--- config.mk ---
export PLATFORM = sky130hd
export DESIGN_NAME = alu_operand_stage
export DESIGN_NICKNAME = d
export VERILOG_FILES = /design/src/rtl/alu_operand_stage.sv
export SDC_FILE = /design/constraint.sdc
export NUM_CORES = 1
export LEC_CHECK = 0
export CAP_MARGIN = 15
export CELL_PAD_IN_SITES_DETAIL_PLACEMENT = 2
export CELL_PAD_IN_SITES_GLOBAL_PLACEMENT = 2
export CORE_ASPECT_RATIO = 2
export CORE_UTILIZATION = 23
export DETAILED_ROUTE_END_ITERATION = 10
export PLACE_DENSITY_LB_ADDON = 0.1
export SYNTH_ARGS = -nofsm -noshare
export SYNTH_HDL_FRONTEND = slang
export SYNTH_SLANG_ARGS = --single-unit
--- constraint.sdc ---
create_clock -name clk -period 3.8 [get_ports clk]
set_input_delay 0.76 -clock clk [delete_from_list [all_inputs] [get_ports clk]]
set_output_delay 0.76 -clock clk [all_outputs]
set_load 0.03 [all_outputs]
--- src/rtl/alu_operand_stage.sv ---
// Purpose : ID/EX pipeline register feeding the ALU; resolves EX/MEM and MEM/WB forwarding before latching.
// Latency : 1 cycle from decode inputs to ALU-facing outputs; every output comes straight from a flop.
// Backpressure: stall holds the stage and refreshes held operands from retiring producers; flush squashes it.
//
// Ports:
//   clk, reset           - rising-edge clock, synchronous active-high reset
//   stall, flush         - hazard-unit hold / branch squash (flush wins)
//   in_*                 - decoded instruction: operands, indices, immediate, opcode, carry-in, destination
//   exmem_*, memwb_*     - forwarding sources (qualifiers, destination index, result data)
//   out_*                - registered ALU inputs and downstream destination info
//   fwd_count, stall_count - statistics, live only when ALU_OPERAND_STATS_EN is defined (else tied to 0)
module alu_operand_stage #(
    parameter int DATA_W = 16,
    parameter int RIDX_W = 2,
    parameter int OP_W   = 4
) (
    input  logic              clk,
    input  logic              reset,
    input  logic              stall,
    input  logic              flush,
    input  logic              in_valid,
    input  logic [DATA_W-1:0] in_rs_data,
    input  logic [DATA_W-1:0] in_rt_data,
    input  logic [RIDX_W-1:0] in_rs_idx,
    input  logic [RIDX_W-1:0] in_rt_idx,
    input  logic [DATA_W-1:0] in_imm,
    input  logic              in_use_imm,
    input  logic [OP_W-1:0]   in_op,
    input  logic              in_cin,
    input  logic [RIDX_W-1:0] in_rd_idx,
    input  logic              in_reg_write,
    input  logic              exmem_valid,
    input  logic              exmem_reg_write,
    input  logic [RIDX_W-1:0] exmem_rd,
    input  logic [DATA_W-1:0] exmem_data,
    input  logic              memwb_valid,
    input  logic              memwb_reg_write,
    input  logic [RIDX_W-1:0] memwb_rd,
    input  logic [DATA_W-1:0] memwb_data,
    output logic              out_valid,
    output logic [DATA_W-1:0] out_a,
    output logic [DATA_W-1:0] out_b,
    output logic [OP_W-1:0]   out_op,
    output logic              out_cin,
    output logic [RIDX_W-1:0] out_rd_idx,
    output logic              out_reg_write,
    output logic [15:0]       fwd_count,
    output logic [15:0]       stall_count
);

    // Source indices and immediate select of the instruction currently held,
    // needed to keep refreshing its operands while stalled.
    logic [RIDX_W-1:0] rs_idx_q;
    logic [RIDX_W-1:0] rt_idx_q;
    logic              use_imm_q;

    // One forwarding network serves both load and stall-refresh: during a
    // stall the index comes from the held copy and the fallback value is the
    // operand already in the output register.
    logic [RIDX_W-1:0] a_idx, b_idx;
    logic [DATA_W-1:0] a_base, b_base;
    logic [DATA_W-1:0] a_fwd, b_fwd;
    logic              a_ex, a_mw, b_ex, b_mw;
    logic              a_hit, b_hit;
    logic              b_imm;

    always_comb begin
        a_idx  = stall ? rs_idx_q  : in_rs_idx;
        b_idx  = stall ? rt_idx_q  : in_rt_idx;
        a_base = stall ? out_a     : in_rs_data;
        b_base = stall ? out_b     : in_rt_data;
        b_imm  = stall ? use_imm_q : in_use_imm;

        a_ex = exmem_valid & exmem_reg_write & (exmem_rd == a_idx);
        a_mw = memwb_valid & memwb_reg_write & (memwb_rd == a_idx);
        b_ex = exmem_valid & exmem_reg_write & (exmem_rd == b_idx);
        b_mw = memwb_valid & memwb_reg_write & (memwb_rd == b_idx);

        // EX/MEM is the younger producer, so it takes priority.
        a_fwd = a_ex ? exmem_data : (a_mw ? memwb_data : a_base);
        b_fwd = b_ex ? exmem_data : (b_mw ? memwb_data : b_base);

        a_hit = a_ex | a_mw;
        // An immediate B operand never takes a forwarded value.
        b_hit = (b_ex | b_mw) & ~b_imm;
    end

    always_ff @(posedge clk) begin
        if (reset) begin
            out_valid     <= 1'b0;
            out_a         <= '0;
            out_b         <= '0;
            out_op        <= '0;
            out_cin       <= 1'b0;
            out_rd_idx    <= '0;
            out_reg_write <= 1'b0;
            rs_idx_q      <= '0;
            rt_idx_q      <= '0;
            use_imm_q     <= 1'b0;
        end else if (flush) begin
            // Squash: only the qualifiers matter; op cleared to a benign value.
            out_valid     <= 1'b0;
            out_reg_write <= 1'b0;
            out_op        <= '0;
        end else if (stall) begin
            // Hold everything, but let a producer retiring mid-stall update
            // the held operands so the ALU never sees a stale value.
            if (out_valid) begin
                out_a <= a_fwd;
                if (!use_imm_q) begin
                    out_b <= b_fwd;
                end
            end
        end else begin
            out_valid     <= in_valid;
            out_reg_write <= in_valid & in_reg_write;
            out_a         <= a_fwd;
            out_b         <= in_use_imm ? in_imm : b_fwd;
            out_op        <= in_op;
            out_cin       <= in_cin;
            out_rd_idx    <= in_rd_idx;
            rs_idx_q      <= in_rs_idx;
            rt_idx_q      <= in_rt_idx;
            use_imm_q     <= in_use_imm;
        end
    end

`ifdef ALU_OPERAND_STATS_EN
    logic [15:0] fwd_count_q;
    logic [15:0] stall_count_q;
    logic [1:0]  fwd_inc;
    logic [16:0] fwd_sum;
    logic        fwd_active;

    always_comb begin
        // Forwarding is counted on a load, or on a refresh of a valid held instruction.
        fwd_active = ~flush & (~stall | out_valid);
        fwd_inc    = '0;
        if (fwd_active) begin
            fwd_inc = {1'b0, a_hit} + {1'b0, b_hit};
        end
        fwd_sum = {1'b0, fwd_count_q} + {15'b0, fwd_inc};
    end

    always_ff @(posedge clk) begin
        if (reset) begin
            fwd_count_q   <= '0;
            stall_count_q <= '0;
        end else begin
            // Saturate rather than wrap.
            fwd_count_q <= fwd_sum[16] ? 16'hFFFF : fwd_sum[15:0];
            if (stall && !flush && out_valid && (stall_count_q != 16'hFFFF)) begin
                stall_count_q <= stall_count_q + 16'd1;
            end
        end
    end

    assign fwd_count   = fwd_count_q;
    assign stall_count = stall_count_q;
`else
    assign fwd_count   = 16'h0000;
    assign stall_count = 16'h0000;
`endif

endmodule

* Word-level counts from Yosys, hierarchy flattened
Cells that the tools add are included.
W data, S select, Z words.
** Storage, ports and cells
- Flip-flop bits (word level) :: 46
- Bits in latches :: 0
- Bits in writable memories :: 0
- Bits in read-only memories :: 0
- Word-level logic and storage cells :: 43
- Memories :: 0
** Operators by class
- $add $sub $neg :: 0
- Multiply operators :: 0
- Div/mod/pow operators :: 0
- Order comparisons :: 0
- Eq/ne operators :: 6
- Shifts and indexed selects :: 0
- Mux-type cells :: 14
- Bitwise gates (word level) :: 9
- Reduce and logical (&&, ||, !) cells :: 4
** Operators by type and width (count)
- $mux W16 :: 12
- $eq A2 B2 Y1 :: 4
- $and A1 B1 Y1 :: 7
- $mux W2 :: 2
- $reduce_and A2 Y1 :: 2
- $reduce_and A3 Y1 :: 1
- $ne A2 B1 Y1 const B :: 1
- $ne A2 B2 Y1 const B :: 1
- $not A1 Y1 :: 2
- $reduce_or A2 Y1 :: 1

* Depth between registers and ports, before layout
Gate-level depths: netlist (run 1).
- Word-level depth :: 8
- Gate-level depth with buffers :: 8
- Mapped depth without buffers :: 5

* Worst setup path after synthesis (run 1)
Ideal clock, no wire load.
- Path kind :: input to register
- From :: input port stall
- To :: register out_a[8]
- Library setup time :: 0.074 ns
- Data arrival time :: 2.350 ns
- Required time :: 3.726 ns
- Slack :: 1.376 ns
- Stages on the path :: 7
- Path through :: buf_6 -> mux2i_2 -> mux2i_2 -> buf_2 -> o21ai_0 -> a2111o_1 -> a31oi_1
** Between the ends
- Word-level cells in the longest chain between the ends :: 7
- Elaborated cells on any way between the ends :: 12
** Ends and longest elaborated chain
- from (decl) :: RTL line 19 : input logic stall,
- $mux W2
- $eq A2 B2 Y1 :: RTL line 75 : a_mw = memwb_valid & memwb_reg_write & (memwb_rd == a_idx);
- $and A1 B1 Y1 :: RTL line 75
- $mux W16 (2 in a row) :: RTL line 80 : a_fwd = a_ex ? exmem_data : (a_mw ? memwb_data : a_base);
- $mux W16 :: RTL line 108 : if (out_valid) begin
- $mux W16 :: RTL line 105 : end else if (stall) begin
- to (signal assigned) :: RTL line 109 : out_a <= a_fwd;
- to (signal assigned) :: RTL line 117 : out_a <= a_fwd;
- to (decl) :: RTL line 41 : output logic [DATA_W-1:0] out_a,
Several ways; a longest one is shown, not always the timed one. The select of a mux whose other input is x is not followed.
A chain may end at the register's enable or synchronous reset.

* Worst setup path after layout (run 1)
- From :: input port in_rs_idx[0]
- To :: register out_a[7]
** Between the ends
- Word-level cells in the longest chain between the ends :: 7
- Elaborated cells on any way between the ends :: 9
** Ends and longest elaborated chain
- from (decl) :: RTL line 24 : input logic [RIDX_W-1:0] in_rs_idx,
- $mux W2 (*)
- $eq A2 B2 Y1 :: RTL line 75
- $and A1 B1 Y1 :: RTL line 75
- $mux W16 :: RTL line 80
- $mux W16 (*) :: RTL line 80
- $mux W16 :: RTL line 108
- $mux W16 (*) :: RTL line 105
Mark *: on every way between the ends. The rest lies on a longest branch, timed or not. The select of a mux whose other input is x is not followed.

==> results of run 1 <==
==> report_power, final <==
part           internal (W)  leakage, nW  switching (W)
Clock              0.000239       0.0694       0.000208
Sequential         0.000512        0.376      0.0000262
Combinational      0.000237         1.34       0.000319
Total              0.000988         1.78       0.000553
==> through the flow <==
stage	setup WS (ns)	power, W	util	instance area, sq um	hold slack [ns]
floorplan	1.38	0.000878	-	3740	0.448
global placement	0.757	0.00110	0.331	5090	0.456
detailed placement	0.653	0.00111	0.331	5090	0.475
CTS	0.958	0.00158	0.340	5230	0.491
global route	0.796	0.00162	0.340	5230	0.515
finish	0.946	0.00154	0.340	5230	0.482
==> routing by layer <==
layer  global-route usage  up-vias
met4                0.103        0
met5                    0        -
met3               0.0309       25
li1                     -     1876
met2                0.420      126
met1                0.191     1968
==> final cells by class <==
cell class              count  area share
multi-input cells         356       0.444
repair buffers            158       0.295
flip-flops and latches     46       0.176
well taps                 198      0.0474
clock buffers               5      0.0239
inverters                  16      0.0115
clock inverters             2     0.00191
==> Yosys cell counts, types with 4 or more instances <==
library cell | instances | area (sq um)
a2111o_1 | 16 | 180
inv_1 | 16 | 60.1
o21ai_1 | 7 | 35.0
nand2_1 | 27 | 101
a31oi_1 | 48 | 300
buf_4 | 34 | 255
mux2i_1 | 21 | 210
nor4b_1 | 16 | 140
and2_1 | 16 | 100
dfxtp_1 | 46 | 921
buf_6 | 5 | 56.3
a21o_1 | 17 | 128
nor3_1 | 6 | 30.0
buf_2 | 4 | 20.0
nor2_1 | 20 | 75.1
nand3_1 | 16 | 80.1
a21oi_1 | 25 | 125
xnor2_1 | 4 | 35.0
a211oi_1 | 16 | 120
o21ai_0 | 33 | 165
nand3b_1 | 16 | 120
clkbuf_1 | 30 | 113
==> critical path: stages <==
cell	delay (ns)
clkdlybuf4s50_1	0.43
mux2i_2	0.31
mux2_4	0.43
a21boi_4	0.72
nand3b_1	0.17
a31oi_1	0.21
==> worst paths after layout <==
kind	start	to	slack, ns	cells past startpoint
worst max-delay path	in_rs_idx[0]	out_a[7]	0.95	6
worst min-delay path	use_imm_q	use_imm_q	0.48	2
worst max register to register	rs_idx_q[0]	out_a[7]	1.54	5
worst min register to register	use_imm_q	use_imm_q	0.48	2
==> sequential cells by signal, summed over array words and instances (netlist names) <==
register and flops:
out_a 16, out_b 16, out_cin 1, out_op 4
out_rd_idx 2, out_reg_write 1, out_valid 1, rs_idx_q 2
rt_idx_q 2, use_imm_q 1
==> kinds of logic (layout without fill, tap and decap cells) <==
| kind of cell | count (synthesis) | in the layout | share of synthesized area |
|---|---|---|---|
| multiplexers | 26 | 26 | 0.0797 |
| AO/OA/AOI/OAI | 164 | 164 | 0.298 |
| flip-flops | 46 | 46 | 0.254 |
| XOR/XNOR | 8 | 8 | 0.0266 |
| buffers and inverters | 90 | 181 | 0.140 |
| AND/OR/NAND/NOR | 126 | 126 | 0.200 |
| other | 1 | 32 | 0.00103 |
==> flow_metrics.tcl, run 1 <==
set metrics [dict create \
    status "complete, no violations" \
    synthCells 461 \
    multiInputGateArea_sq_mm 0.00232 \
    numCtsBuffers 5 \
    drt-initial-drc-count 101 \
    tns_ns 0 \
    crit_type "input port to flip-flop" \
    antenna_left 0 \
    hp-class "flip-flop to flip-flop" \
    placed_cells 774 \
    insertion_delay_ns 0.29 \
    async_reset_ff_frac 0 \
    grt_usage 0.206 \
    synth_area_sq_mm 0.00362 \
    nets 689 \
    remaining_drc_errors 0 \
    tightest_slew_ns 1.09 \
    timing.final.crit_share 0.751 \
    irDropWorstVdd_mv 0.209 \
    arrival_ns 3.06 \
    clk_pin_slew_ns 0.07 \
    wl_met3_um 695 \
    synthFlopType "dfxtp_1" \
    clock-root-buffer "clkbuf_16" \
    crit_fanout 32 \
    nFillCells 1826 \
    ys_seq_elements 46 \
    grt_antenna_before_repair 0 \
    cts_buffer_depth 2 \
    synth_cell_types 40 \
    synthToLayoutAreaGrowth_pct 44.3 \
    rows 64 \
    diodes 0 \
    period_minus_slack_ns 2.85 \
    hpwl_mm 12.8 \
    finalHoldViolCount 0 \
    holdBufCountCts 0 \
    initial_core_util 0.236 \
    ctsResizeCount 0 \
    core_area_sq_mm 0.0154 \
    wire_per_inst_um 21.7 \
    viasPerCell 5.12 \
    ys_seq_area_frac 0.254 \
    cts_sinks 46 \
    p_leak_nw 1.78 \
    pin_count 179 \
    instances_no_fill 781 \
    skew_ns 0.00506 \
    vias 3995 \
    finalMaxSlewViolations 0 \
    portBuffers 146 \
    drt_wl_total_mm 16.9 \
    fmax_mhz 350 \
    yosys_warnings 0 \
    firstDrtPassIters 4 \
    critPathRequiredTime_ns 4.01 \
    cp-end-kind "flip-flop" \
    globalplace.congestion 0.760 \
    layout-drive-gt1-share 0.0566 \
    cp-start-kind "input port" \
    die_y_um 180 \
    max_cap_violations 0 \
    rsz0062_at_grt "false" \
    layout_common_cells "clkdlybuf4s50_1, a31oi_1, dfxtp_1" \
    power_density_mw_per_mm2 295 \
    cts_tree "done" \
    postSynthAreaPerCell_sq_um 7.86 \
    grt-ovfl-total 0 \
    grt_pass1_wl_mm 25.7 \
    grt_pass1_vias 4477 \
    route.met2.wl_mm 9.72 \
    seq_area_sq_um 921 \
    routed.top_layer "met4" \
    wl_met1_mm 5.74 \
    synth-edff-count 0 \
    grt_max_degree 49 \
    max-slew-margin-rel 0.275 \
    cts_setup_buffers 0 \
    die_x_um 90.8 \
    htreeDepth 2 \
    setup_violations 0 \
    die_area_sq_mm 0.0163 \
    final_common_cell "clkdlybuf4s50_1" \
]
(Power assumes the default switching activity.)
==> run 2, diff against run 1 <==
Settings changed: CORE_UTILIZATION 23 to 20.
Clock period 3.8 ns to 2.3 ns, I/O delays scaled along.
==> run 2 against run 1 <==
Against the previous run:
- global-route usage decreased by 1.6 points
- core utilization decreased by 3.0 points
- cell count up 4.4%
- critical endpoint is now out_a[1]
- sequential power up 66%
- register-to-register slack got worse by 1.0 ns
- critical path type unchanged
- final area rose by 5.6%
- critical path depth is 1 higher
- hold slack improved by 0.0074 ns
- highest routed layer unchanged
- largest power group unchanged
- non-clock buffer count grew 18
- flip-flop and latch count is the same
- routed wire length grew 6.6%
==> flow_metrics.tcl, run 2 (synthesis gave the netlist of run 1 again) <==
set metrics [dict create \
    status "complete, no violations" \
    die_y_um 192 \
    viasPerCell 5.04 \
    clk_pin_slew_ns 0.08 \
    synthToLayoutAreaGrowth_pct 52.4 \
    place_area_sq_mm 0.00535 \
    cts_buffer_depth 2 \
    finalMaxSlewViolations 0 \
    die_x_um 97.2 \
    grt_usage 0.191 \
    timing.final.crit_share 0.913 \
    htreeDepth 2 \
    p_leak_nw 1.91 \
    diodes 0 \
    power_density_mw_per_mm2 501 \
    skew_ns 0.00769 \
    internal-power_w 0.00180 \
    power_frac_seq 0.322 \
    firstDrtPassIters 4 \
    finalHoldViolCount 0 \
    holdBufCountCts 0 \
    clock-root-buffer "clkbuf_16" \
    max-slew-margin-rel 0.663 \
    portBuffers 146 \
    tns_ns 0 \
    core_area_sq_mm 0.0178 \
    rrSetupSlack_ns 0.50 \
    grt_max_degree 49 \
    numCtsBuffers 5 \
    rows 69 \
    cp-end-kind "flip-flop" \
    switching_share 0.349 \
    grt_pass1_vias 4592 \
    p_sw_w 0.000966 \
    irDropWorstVdd_mv 0.247 \
    tightest_slew_ns 0.505 \
    nets 707 \
    cts_setup_buffers 0 \
    remaining_drc_errors 0 \
    p_comb_frac 0.358 \
    pin_count 179 \
    design_area_sq_mm 0.00552 \
    antenna_left 0 \
    reg_top3 "out_a x16, out_b x16, out_op x4" \
    final_common_cell "clkdlybuf4s50_1" \
    max_cap_violations 0 \
    drt_wl_total_mm 18.0 \
    critPathRequiredTime_ns 2.52 \
    arrival_ns 2.32 \
    grt_antenna_before_repair 0 \
    fmax_mhz 476 \
    hpwl_mm 13.8 \
    die_area_sq_mm 0.0187 \
    hp-class "flip-flop to flip-flop" \
    layout-drive-gt1-share 0.0847 \
    layout_common_cells "clkdlybuf4s50_1, a31oi_1, dfxtp_1" \
    wire_per_inst_um 22.1 \
    vias 4111 \
    grt-ovfl-total 0 \
    initial_core_util 0.204 \
    grt_pass1_wl_mm 26.8 \
    insertion_delay_ns 0.30 \
    crit_fanout 11 \
    p_clk_frac 0.319 \
    drt-initial-drc-count 158 \
    ctsResizeCount 0 \
    crit_type "input port to flip-flop" \
    rsz0062_at_grt "false" \
    cts_sinks 46 \
    period_minus_slack_ns 2.10 \
    setup_violations 0 \
    globalplace.congestion 0.733 \
    cts_tree "done" \
    cp-start-kind "input port" \
]
## run 2: through the flow
step	total power [W]	hold WS [ns]	worst slack, ns	cells	utilization
3_5_place_dp	0.00191	0.483	-0.145	807	0.301
3_3_place_gp	0.00189	0.462	-0.0660	807	0.301
4_1_cts	0.00283	0.498	0.176	815	0.311
2_1_floorplan	0.00145	0.448	0.176	492	-
5_1_grt	0.00291	0.522	0.0895	815	0.311
6_report	0.00277	0.489	0.199	815	0.311
## run 2: area by class of cell
class | instances | area [sq um]
clock buffer | 5 | 125
clock inverter | 3 | 45.0
fill | 2047 | 12300
inverter | 16 | 60.1
multi-input combinational | 356 | 2320
sequential | 46 | 921
tap | 213 | 267
timing repair buffer | 176 | 1790
## run 2: critical path, stage by stage
cell	delay [ns]
clkdlybuf4s50_1	0.46
mux2i_4	0.30
xor2_4	0.23
buf_4	0.22
nand3_1	0.10
a2111o_1	0.38
a31oi_1	0.16
## run 2: routing by layer
metal  up-vias  track usage  routed length, um
met3        27       0.0246                740
li1       1922            -                  -
met1      2015        0.184               6280
met2       147        0.382              10100
met4         0        0.104                874
met5         -            0                  0
## run 2: path summary, 6_finish.rpt
check | start | to | cells after the start
setup / recovery | in_rs_idx[1] | out_a[1] | 7
hold / removal | rt_idx_q[1] | rt_idx_q[1] | 2
hold reg to reg | rt_idx_q[1] | rt_idx_q[1] | 2
setup reg to reg | rs_idx_q[0] | out_a[4] | 6
## run 2: power by group through the flow
stage	sequential, W	clock (W)	combinational, W
after floorplan	0.000986	0	0.000465
after global placement	0.000909	0	0.000980
after detailed placement	0.000913	0	0.000999
after CTS	0.000894	0.000930	0.00100
after global routing	0.000899	0.000952	0.00106
final	0.000892	0.000884	0.000991
==> run 3, diff against run 2 <==
Settings changed: CORE_ASPECT_RATIO 2 to unset, CORE_MARGIN set to 2, HOLD_SLACK_MARGIN set to 0.12.
==> run 3 against run 2 <==
Against the previous run:
- die area up 2.8%
- hold slack lost 0.0050 ns
- critical path depth unchanged
- sequential power hardly changed
- global-route usage decreased by 1.5 points
- combinational power down 0.6%
- non-clock buffer count is 3 lower
- total power is 0.62% lower
- flip-flop and latch count is the same
- cell count up 1.6%
==> flow_metrics.tcl, run 3 (synthesis gave the netlist of run 1 again) <==
set metrics [dict create \
    skew_ns 0.00867 \
    crit_type "input port to flip-flop" \
    grt-ovfl-total 0 \
    drt-initial-drc-count 159 \
    max-slew-margin-rel 0.490 \
    fmax_mhz 471 \
    max_cap_violations 0 \
    cpPeakStageDelay_ns 0.44 \
    ctsResizeCount 0 \
    globalplace.congestion 0.761 \
    initial_core_util 0.202 \
    firstDrtPassIters 4 \
    finalMaxSlewViolations 0 \
    irDropWorstVdd_mv 0.296 \
    grt_usage 0.176 \
    placed_cells 820 \
    grt_pass1_wl_mm 26.4 \
    die_area_sq_mm 0.0192 \
    place_area_sq_mm 0.00536 \
    finalHoldViolCount 0 \
    wire_per_inst_um 20.6 \
    p_leak_nw 1.90 \
    clk_pin_slew_ns 0.07 \
    power_density_mw_per_mm2 498 \
    arrival_ns 2.34 \
    hp-class "flip-flop to flip-flop" \
    rsz0062_at_grt "false" \
    viasPerCell 4.84 \
    cp_slowest_cell "clkdlybuf4s50_1" \
    die_y_um 139 \
    cp-start-kind "input port" \
    tightest_slew_ns 0.766 \
    final_common_cell "clkdlybuf4s50_1" \
    cts_buffer_depth 2 \
    portBuffers 146 \
    cts_setup_buffers 0 \
    hpwl_mm 12.7 \
    crit_path_frequent_cell "mux2i_2" \
    status "complete, no violations" \
    synthToLayoutAreaGrowth_pct 52.4 \
    grt_antenna_before_repair 1 \
    vias 4008 \
    reg_top3 "out_a x16, out_b x16, out_op x4" \
    cts_tree "done" \
    insertion_delay_ns 0.30 \
    layout_common_cells "clkdlybuf4s50_1, a31oi_1, dfxtp_1" \
    diodes 0 \
    grt_max_degree 50 \
    design_area_sq_mm 0.00553 \
    pin_count 179 \
    critPathRequiredTime_ns 2.52 \
    setup_violations 0 \
    die_x_um 139 \
    antenna_left 0 \
    min_path_cells 2 \
    cp_cell_sequence "clkdlybuf4s50_1, mux2i_2, mux2i_2, buf_12, o21ai_0, a2111o_1, a31oi_1" \
    clock-root-buffer "clkbuf_16" \
    crit_fanout 16 \
    cts_sinks 46 \
    nets 704 \
    cp-end-kind "flip-flop" \
    instances_no_fill 828 \
    drt_wl_total_mm 17.1 \
    numCtsBuffers 5 \
    period_minus_slack_ns 2.12 \
    core_area_sq_mm 0.0179 \
    rows 49 \
    layout-drive-gt1-share 0.0801 \
    r2r_cells 6 \
    timing.final.crit_share 0.924 \
    grt_pass1_vias 4405 \
    remaining_drc_errors 0 \
    htreeDepth 2 \
    holdBufCountCts 0 \
    hold_slack_ns 0.484 \
]
-- run 3: final timing paths --
kind                 startpoint             to  slack, ns
hold / removal    out_rd_idx[1]  out_rd_idx[1]       0.48
setup reg to reg    rs_idx_q[0]       out_a[8]       0.47
hold reg to reg   out_rd_idx[1]  out_rd_idx[1]       0.48
setup / recovery   in_rs_idx[0]       out_a[8]       0.18
-- run 3: area by class of cell --
type	instances	area (sq um)
inverters	16	60.1
flip-flops and latches	46	921
clock inverters	2	37.5
clock buffers	6	129
multi-input cells	356	2320
well taps	229	287
repair buffers	173	1770
fillers	2036	12400
-- run 3: metal layers --
| layer | GRT usage | share of wire | vias up |
|---|---|---|---|
| li1 | - | - | 1909 |
| met1 | 0.209 | 0.42 | 1964 |
| met2 | 0.316 | 0.50 | 118 |
| met3 | 0.0463 | 0.062 | 15 |
| met4 | 0.0415 | 0.017 | 2 |
| met5 | 0 | 0.00059 | - |
-- run 3: stage by stage --
stage               utilization  TNS, ns  worst slack, ns  power [W]
detailed placement        0.299    -1.55           -0.170    0.00190
global route              0.309        0           0.0581    0.00289
finish                    0.309        0            0.176    0.00275
global placement          0.299   -0.529          -0.0567    0.00188
CTS                       0.309        0            0.159    0.00281
floorplan                     -        0            0.176    0.00145
-- run 3: report_power, final --
| part | switching (W) | leakage (nW) | internal [W] |
|---|---|---|---|
| combinational | 0.000542 | 1.45 | 0.000444 |
| clock | 0.000360 | 0.0771 | 0.000515 |
| sequential | 0.0000439 | 0.376 | 0.000846 |
| total | 0.000946 | 1.90 | 0.00180 |
-- run 3: worst max-delay path: cells and delay by family --
family                 cells  cell delay, ns
AO/OA/AOI/OAI              3            0.67
buffers and inverters      2            0.62
multiplexers               2            0.59
